[src/rtl/orbit_position_gen.sv]
// Orbit position generator: phase accumulator -> sin/cos lookup -> radius
// scaling -> centre offset and clamp, presented on a valid/ready output.
// sineTable is a combinational quarter-wave sine ROM in Q1.14 (peak 0x3FFF).

module sineTable (
   input  logic        [7:0]  angle,
   output logic signed [15:0] value
);
   // First quadrant of round(16383*sin(i*2*pi/256)), i = 0..64
   localparam logic [13:0] QTAB [0:64] = '{
      14'd0,     14'd402,   14'd804,   14'd1205,  14'd1606,  14'd2005,  14'd2404,  14'd2801,
      14'd3196,  14'd3590,  14'd3981,  14'd4370,  14'd4756,  14'd5139,  14'd5519,  14'd5896,
      14'd6270,  14'd6639,  14'd7005,  14'd7366,  14'd7723,  14'd8075,  14'd8423,  14'd8765,
      14'd9102,  14'd9433,  14'd9759,  14'd10079, 14'd10393, 14'd10701, 14'd11002, 14'd11297,
      14'd11585, 14'd11865, 14'd12139, 14'd12405, 14'd12664, 14'd12915, 14'd13159, 14'd13394,
      14'd13622, 14'd13841, 14'd14052, 14'd14255, 14'd14449, 14'd14634, 14'd14810, 14'd14978,
      14'd15136, 14'd15285, 14'd15425, 14'd15556, 14'd15678, 14'd15790, 14'd15892, 14'd15985,
      14'd16068, 14'd16142, 14'd16206, 14'd16260, 14'd16304, 14'd16339, 14'd16363, 14'd16378,
      14'd16383
   };

   logic [6:0]  addr_s;
   logic [13:0] mag_s;

   // Fold the angle into the first quadrant, then restore the sign
   always_comb begin
      addr_s = {1'b0, angle[5:0]};
      if (angle[6] == 1'b1) begin
         addr_s = 7'd64 - {1'b0, angle[5:0]};
      end else begin
         addr_s = {1'b0, angle[5:0]};
      end
      mag_s = QTAB[addr_s];
      if (angle[7] == 1'b1) begin
         value = -$signed({2'b00, mag_s});
      end else begin
         value = $signed({2'b00, mag_s});
      end
   end
endmodule

module orbit_position_gen #(
   parameter int PHASE_W  = 16,
   parameter int RADIUS_W = 10,
   parameter int COORD_W  = 11,
   parameter int CENTER_X = 320,
   parameter int CENTER_Y = 240
) (
   input  logic                clk,
   input  logic                reset,
   input  logic                enable,
   input  logic                tick,
   input  logic [PHASE_W-1:0]  step,
   input  logic [RADIUS_W-1:0] radius,
   input  logic                out_ready,
   output logic                out_valid,
   output logic [COORD_W-1:0]  x_out,
   output logic [COORD_W-1:0]  y_out,
   output logic [7:0]          angle_out,
   output logic                tick_missed
);
   localparam int PROD_W    = 16 + RADIUS_W + 1;
   localparam int SUM_W     = PROD_W + 1;
   localparam int FRAC_W    = 14;
   localparam int COORD_MAX = (2 ** COORD_W) - 1;

   typedef enum logic [2:0] {IDLE, LOOKUP, MULT, SUM, HOLD} state_t;

   state_t                     state_r, state_s;
   logic [PHASE_W-1:0]         phase_r;
   logic [RADIUS_W-1:0]        radius_r;
   logic [7:0]                 ang_r;
   logic [7:0]                 lut_ang_s, cos_ang_s;
   logic signed [15:0]         sin_s, cos_s, sin_r, cos_r;
   logic signed [PROD_W-1:0]   ps_r, pc_r, dx_s, dy_s;
   logic signed [SUM_W-1:0]    x_wide_s, y_wide_s;
   logic [COORD_W-1:0]         x_pipe_r, y_pipe_r;

   // Saturate a wide signed coordinate into the visible unsigned range
   function automatic logic [COORD_W-1:0] clamp_coord(input logic signed [SUM_W-1:0] v);
      if (v[SUM_W-1] == 1'b1) begin
         return '0;
      end else if (v > $signed(SUM_W'(COORD_MAX))) begin
         return '1;
      end else begin
         return v[COORD_W-1:0];
      end
   endfunction

   assign lut_ang_s = phase_r[PHASE_W-1 -: 8];
   assign cos_ang_s = lut_ang_s + 8'h40;

   sineTable u_sin (.angle(lut_ang_s), .value(sin_s));
   sineTable u_cos (.angle(cos_ang_s), .value(cos_s));

   // Scale back from Q1.14 (floor) and offset from the centre; y grows downward
   always_comb begin
      dx_s     = pc_r >>> FRAC_W;
      dy_s     = ps_r >>> FRAC_W;
      x_wide_s = $signed(SUM_W'(CENTER_X) + {dx_s[PROD_W-1], dx_s});
      y_wide_s = $signed(SUM_W'(CENTER_Y) - {dy_s[PROD_W-1], dy_s});
   end

   // State register
   always_ff @(posedge clk or posedge reset) begin
      if (reset) begin
         state_r <= IDLE;
      end else begin
         state_r <= state_s;
      end
   end

   // Next-state logic: one pass through the pipeline per accepted tick
   always_comb begin
      state_s = state_r;
      case (state_r)
         IDLE: begin
            if (tick && enable) begin
               state_s = LOOKUP;
            end else begin
               state_s = IDLE;
            end
         end
         LOOKUP: state_s = MULT;
         MULT:   state_s = SUM;
         SUM:    state_s = HOLD;
         HOLD: begin
            if (out_valid && out_ready) begin
               state_s = IDLE;
            end else begin
               state_s = HOLD;
            end
         end
         default: state_s = IDLE;
      endcase
   end

   // Datapath and output registers; HOLD loads the outputs on its first cycle
   always_ff @(posedge clk or posedge reset) begin
      if (reset) begin
         phase_r     <= '0;
         radius_r    <= '0;
         ang_r       <= 8'h00;
         sin_r       <= '0;
         cos_r       <= '0;
         ps_r        <= '0;
         pc_r        <= '0;
         x_pipe_r    <= '0;
         y_pipe_r    <= '0;
         out_valid   <= 1'b0;
         x_out       <= '0;
         y_out       <= '0;
         angle_out   <= 8'h00;
         tick_missed <= 1'b0;
      end else begin
         if (tick && (state_r != IDLE)) begin
            tick_missed <= 1'b1;
         end
         case (state_r)
            IDLE: begin
               if (tick && enable) begin
                  phase_r  <= phase_r + step;
                  radius_r <= radius;
               end
            end
            LOOKUP: begin
               sin_r <= sin_s;
               cos_r <= cos_s;
               ang_r <= lut_ang_s;
            end
            MULT: begin
               ps_r <= PROD_W'(sin_r) * PROD_W'($signed({1'b0, radius_r}));
               pc_r <= PROD_W'(cos_r) * PROD_W'($signed({1'b0, radius_r}));
            end
            SUM: begin
               x_pipe_r <= clamp_coord(x_wide_s);
               y_pipe_r <= clamp_coord(y_wide_s);
            end
            HOLD: begin
               if (!out_valid) begin
                  x_out     <= x_pipe_r;
                  y_out     <= y_pipe_r;
                  angle_out <= ang_r;
                  out_valid <= 1'b1;
               end else if (out_ready) begin
                  out_valid <= 1'b0;
               end
            end
            default: out_valid <= 1'b0;
         endcase
      end
   end
endmodule

[config.mk]
export PLATFORM = sky130hd
export DESIGN_NAME = orbit_position_gen
export DESIGN_NICKNAME = d
export VERILOG_FILES = /design/src/rtl/orbit_position_gen.sv
export SDC_FILE = /design/constraint.sdc
export NUM_CORES = 1
export LEC_CHECK = 0
export ABC_AREA = 1
export CAP_MARGIN = 5
export CORE_ASPECT_RATIO = 1.5
export CORE_MARGIN = 8
export CORE_UTILIZATION = 30
export DETAILED_ROUTE_END_ITERATION = 12
export GPL_TIMING_DRIVEN = 0
export HOLD_SLACK_MARGIN = 0.08
export SLEW_MARGIN = 20
export SYNTH_ARGS = -nofsm -noshare
export SYNTH_HDL_FRONTEND = slang
export SYNTH_SLANG_ARGS = --single-unit
[constraint.sdc]
create_clock -name clk -period 8.2 [get_ports clk]
set_input_delay 1.64 -clock clk [delete_from_list [all_inputs] [get_ports clk]]
set_output_delay 1.64 -clock clk [all_outputs]
set_load 0.02 [all_outputs]
* Word-level counts from Yosys, hierarchy flattened
Memory sizes are Yosys's and may differ from the RTL's. Cells that the tools add are included.
Storage, ports and cells: output and inout port bits 32, memories kept 2, flip-flop bits (word level) 177, word-level logic and storage cells 64, memory bits (writable) 0, ROM bits 3584, bits in latches 0, input bits 31
Operators by class: magnitude comparators 4, divide/modulo/power cells 0, eq/ne operators 4, add/sub/neg operators 8, muxes and demuxes 18, reduce and logical (&&, ||, !) cells 8, multipliers 2, shift-type cells 0, bitwise gates (word level) 3
Memories:
- (no name shown) | words 128, bits a word 14, read ports 1, clocked after Yosys merged registers in 0, wr ports 0, line 33 | mag_s = QTAB[addr_s];
- (no name shown) | words 128, bits a word 14, read ports 1, clocked after Yosys merged registers in 0, wr ports 0, line 33
Operators with widths (count):
- 2-to-1 mux 14 bit | 4
- multiplier 16 x 11 -> 27 bit | 2
- 2-to-1 mux 11 bit | 4
- 2-to-1 mux 16 bit | 2
- negation 14 -> 16 bit | 2
- > comparator 14 x 12 -> 1 bit, second input constant | 2
- adder 16 bit | 1
- >= comparator 8 bit, second input constant | 2
- inverter 7 -> 8 bit | 2
- one-hot mux 3 bit (5 select lines) | 1
- adder 10 x 13 -> 14 bit, first input constant | 1
- 2-to-1 mux 7 bit | 2
- subtractor 7 x 6 -> 7 bit, first input constant | 2
- subtractor 9 x 13 -> 14 bit, first input constant | 1
- adder 8 x 7 -> 8 bit, second input constant | 1
- == test 3 x 2 -> 1 bit, second input constant | 2
- AND reduction 2 bit | 2
- OR reduction 4 bit | 1
- == test 3 x 1 -> 1 bit, second input constant | 1
- == test 3 bit, second input constant | 1
- logical AND 1 bit | 3
- zero test 3 bit | 1
- 2-to-1 mux 1 bit | 3
- 2-to-1 mux 3 bit | 1
- other kinds (3) | 3

* Logic depth before layout (Yosys ltp)
depth in word-level cells 9, gate-level depth with buffers 27, gate-level depth less buffers 25

* Cells and area by module
A second synthesis with hierarchy kept.
Second synthesis, totals: cell total of the unflattened synthesis 3386, area total of the unflattened synthesis 24051.8 sq um
By module, submodules not included:
- orbit_position_gen | times used 1, cells each 2543, area each 19657.6 sq um, sequential area each 3728.6 sq um
- sineTable at u_sin | times used 1, cells each 423, area each 2257.2 sq um, sequential area each 0.0 sq um
- sineTable at u_cos | times used 1, cells each 420, area each 2137.0 sq um, sequential area each 0.0 sq um

* Worst setup path after synthesis
No wires, ideal clock.
path type reg-to-reg, from reg radius_r[5], to reg pc_r[22], data required time 8.068 ns, library setup time 0.132 ns, setup slack 3.160 ns, cell stages (with the launch flop) 24, buffers on the path 2, clock period less this slack 5.040 ns, arrival 4.908 ns, cell sequence dfrtp_1 clkbuf_1 clkbuf_1 nand2_1 fa_1 inv_1 fa_1 fa_1 fa_1 inv_1 fa_1 inv_1 ha_1 a21oi_1 inv_1 a21oi_1 inv_1 a21oi_1 o21ai_0 nand2_1 nand2_1 or2_2 nand3_1 o21ai_0
On the way: word-level cells in the longest chain between the ends 1
Ends and longest elaborated chain:
- from (decl) | line 71 | logic [RADIUS_W-1:0] radius_r;
- from (signal assigned) | line 163 | radius_r <= radius;
- multiplier 16 x 11 -> 27 bit | line 173 | pc_r <= PROD_W'(cos_r) * PROD_W'($signed({1'b0, radius_r}));
- to (signal assigned) | line 173
- to (decl) | line 75 | logic signed [PROD_W-1:0] ps_r, pc_r, dx_s, dy_s;
Every way passes these cells. A chain may end at the register's enable or synchronous reset.

* Worst setup path in the final report
from reg radius_r[4], to reg pc_r[25]
Same word-level chain as after synthesis.

==> results.toml <==
[die]
fp.dieW_um = 241
initial_utilization_pct = 30.1
die-area_um2 = 85200
core_area_um2 = 75700
ioPinCount = 63
num_rows = 124
die_h_um = 353

[setup_path]
worstSetupEndpointType = "register"
reg2reg_from = "radius_r[4]$_DFFE_PP0P_"
rr_worst_depth = 21
r2r-end = "pc_r[25]$_DFFE_PP0P_"
crit_arrival_ps = 6730
reg2reg_slack_ps = 1820
cp-start-kind = "register"
worstPathRequired_ps = 8560
critPathCapture = "pc_r[25]$_DFFE_PP0P_"
crit_path_max_fanout = 10
startpoint = "radius_r[4]$_DFFE_PP0P_"
critPathKind = "reg -> reg"

[drt]
drtPass1Iterations = 6
drtAntennaViolNets = 0
drtIter0Drc = 1044
drc = 0
vias_per_cell = 4.67
vias = 20093
totalWireLength_mm = 69.1
wl_per_cell_um = 16.1

[global_routing]
grt_pass1_wl_mm = 111
grt_max_degree = 77
grt_usage_pct = 16.4
antenna_found_initial = 1
grt_remaining_overflow = 0
grt_pass1_vias = 20757

[synth]
synthFlopType = "dfrtp_1"
synth_top_area_share_pct = 25.4
syn_area_um2 = 22800
yosys.area.top_type = "fa_1"
ys_seq_area_share_pct = 16.4
syn_nets = 3677
synthCells = 3196
ys_types = 44
ys_ff_latch = 149
yosys-top-cells-count = "nand2_1, inv_1, fa_1"
synthMostInstantiatedCell = "nand2_1"
synth_edf_count = 0
async_reset_ff_share_pct = 100
yosys_warnings = 0
synth_top_cells_by_area = "fa_1, dfrtp_1, nand2_1, inv_1, ha_1"
avgSynthCellArea_um2 = 7.13

[worst_hold_path]
min_from = "tick_missed$_DFFE_PP0P_"
holdCritPathClass = "reg -> reg"
hold_depth = 1

[clock_network]
clockBufferDepth = 2
htree_levels = 4
cts_tree = "done"
cts.sinks = 149
cts_setup_buffers = 0
ctsHoldBuffers = 0
clkTransAtPathRegs_ps = 70
cts_resized = 0
cts_root_buffer = "clkbuf_16"
clk-insertion-delay-late_ps = 470
cts_made_buffers = 17

[sta]
worst_pin_slew_ps = 1110
finClkSkew_ps = 15.5
finalSetupViolCount = 0
period_share_pct = 77.7
hold_viol_final = 0
slew_headroom_pct = 25.8
slew_violations = 0
rsz0062_at_grt = "false"
fmax_mhz = 157
period_needed_ps = 6380
final.setup.tns_ps = 0

[finish]
fin_util_pct = 33.4
nNetsFinal = 3759
layout-drive-gt1-share_pct = 4.35
syn_to_final_growth_pct = 11.0
diodes = 0

[run_status]
status = "finished, final reports clean"

[placed_design]
place_congestion = 0.913
portBuffers = 62
hpwl_mm = 58.0

[job]
maxCapViolations = 0
## layer usage
layer	share of wire (%)	global-route usage (%)
met1	38	17.5
met2	52	30.4
met3	3.2	1.84
met4	6.8	10.1
met5	0	0
## critical path, cell delays in order (launching register included)
cell and delay, ps:
dfrtp_1 320, clkbuf_1 330, clkbuf_1 660, nand2_1 240
fa_1 480, inv_1 270, fa_1 520, fa_1 510
fa_1 490, inv_1 50, fa_1 470, inv_1 40
ha_1 360, nand2_1 120, nor4_1 370, nand4_1 150
o211ai_1 420, nand4_1 180, nand3_1 110, nand2_1 50
nand3_1 60, nand2_1 50
## cell type report
type	instances	area, um2
sequential	149	3730
multi-input combinational	2233	15800
clock inverter	14	154
fill	8323	50400
buffer	140	669
timing repair buffer	63	648
inverter	674	2540
tap	1008	1260
clock buffer	18	439
## cells by family (layout without fill, tap and decap cells)
logic type / after synthesis / in the layout / share of synthesized area (%)
compound gates: 320 / 320 / 7.59
flops: 149 / 149 / 16.4
simple gates: 1417 / 1417 / 26.0
fa+ha+maj: 450 / 450 / 34.2
xor+xnor: 46 / 46 / 1.77
buf+inv: 814 / 909 / 14.0
## metrics by stage
stage          worst slack, ps  hold slack (ps)  cells  area [um2]
6_report                  1820              461   4299       25300
5_1_grt                   1530              496   4299       25300
4_1_cts                   1890              467   4299       25300
3_5_place_dp              1900              448   4267       24700
3_3_place_gp               262              447   4266       24700
2_1_floorplan             2550              447   3196       22800
## worst min-delay path by stage
stage	end	slack, ps
finish	tick_missed$_DFFE_PP0P_	460
global route	sin_r[7]$_DFFE_PP0P_	500
CTS	tick_missed$_DFFE_PP0P_	470
detailed placement	tick_missed$_DFFE_PP0P_	450
global placement	tick_missed$_DFFE_PP0P_	450
floorplan	cos_r[12]$_DFFE_PP0P_	450
## state kept, by name, indices dropped and copies added (netlist names)
| name | count |
|---|---|
| ang_r | 8 |
| angle_out | 8 |
| cos_r | 16 |
| out_valid | 1 |
| pc_r | 13 |
| phase_r | 16 |
| ps_r | 13 |
| radius_r | 10 |
| sin_r | 16 |
| state_r | 3 |
| tick_missed | 1 |
| x_out | 11 |
| x_pipe_r | 11 |
| y_out | 11 |
| y_pipe_r | 11 |
## cell usage in the layout (no fill, tap or decap), types with 3 or more instances in the layout
cell type | Yosys | routed
o21ai_1 | 7 | 9
nand2_1 | 975 | 975
fa_1 | 289 | 289
clkinv_1 | 4 | 4
nor2_2 | 13 | 13
nor4_1 | 3 | 3
o21ai_0 | 158 | 156
buf_4 | 14 | 14
nand2_2 | 17 | 17
inv_8 | 0 | 4
o211ai_1 | 7 | 7
o21bai_1 | 3 | 3
o221ai_1 | 3 | 3
ha_1 | 161 | 161
nor3_1 | 16 | 16
clkbuf_16 | 0 | 17
o31ai_1 | 4 | 4
inv_1 | 664 | 663
clkdlybuf4s50_1 | 0 | 62
nand4_1 | 20 | 20
o22ai_1 | 17 | 17
inv_6 | 0 | 6
buf_1 | 3 | 3
buf_2 | 19 | 19
xnor2_1 | 25 | 25
or2_2 | 15 | 15
buf_6 | 9 | 9
nand3b_1 | 9 | 9
inv_2 | 6 | 6
nor2_1 | 106 | 106
nand3_2 | 11 | 11
clkbuf_1 | 95 | 95
nand3_1 | 228 | 228
xor2_1 | 21 | 21
dfrtp_1 | 149 | 149
a21oi_1 | 104 | 104
o21a_1 | 5 | 5
Power is not shown: default switching activity piles up to over one toggle a cycle in this logic, so the estimate is an artifact.
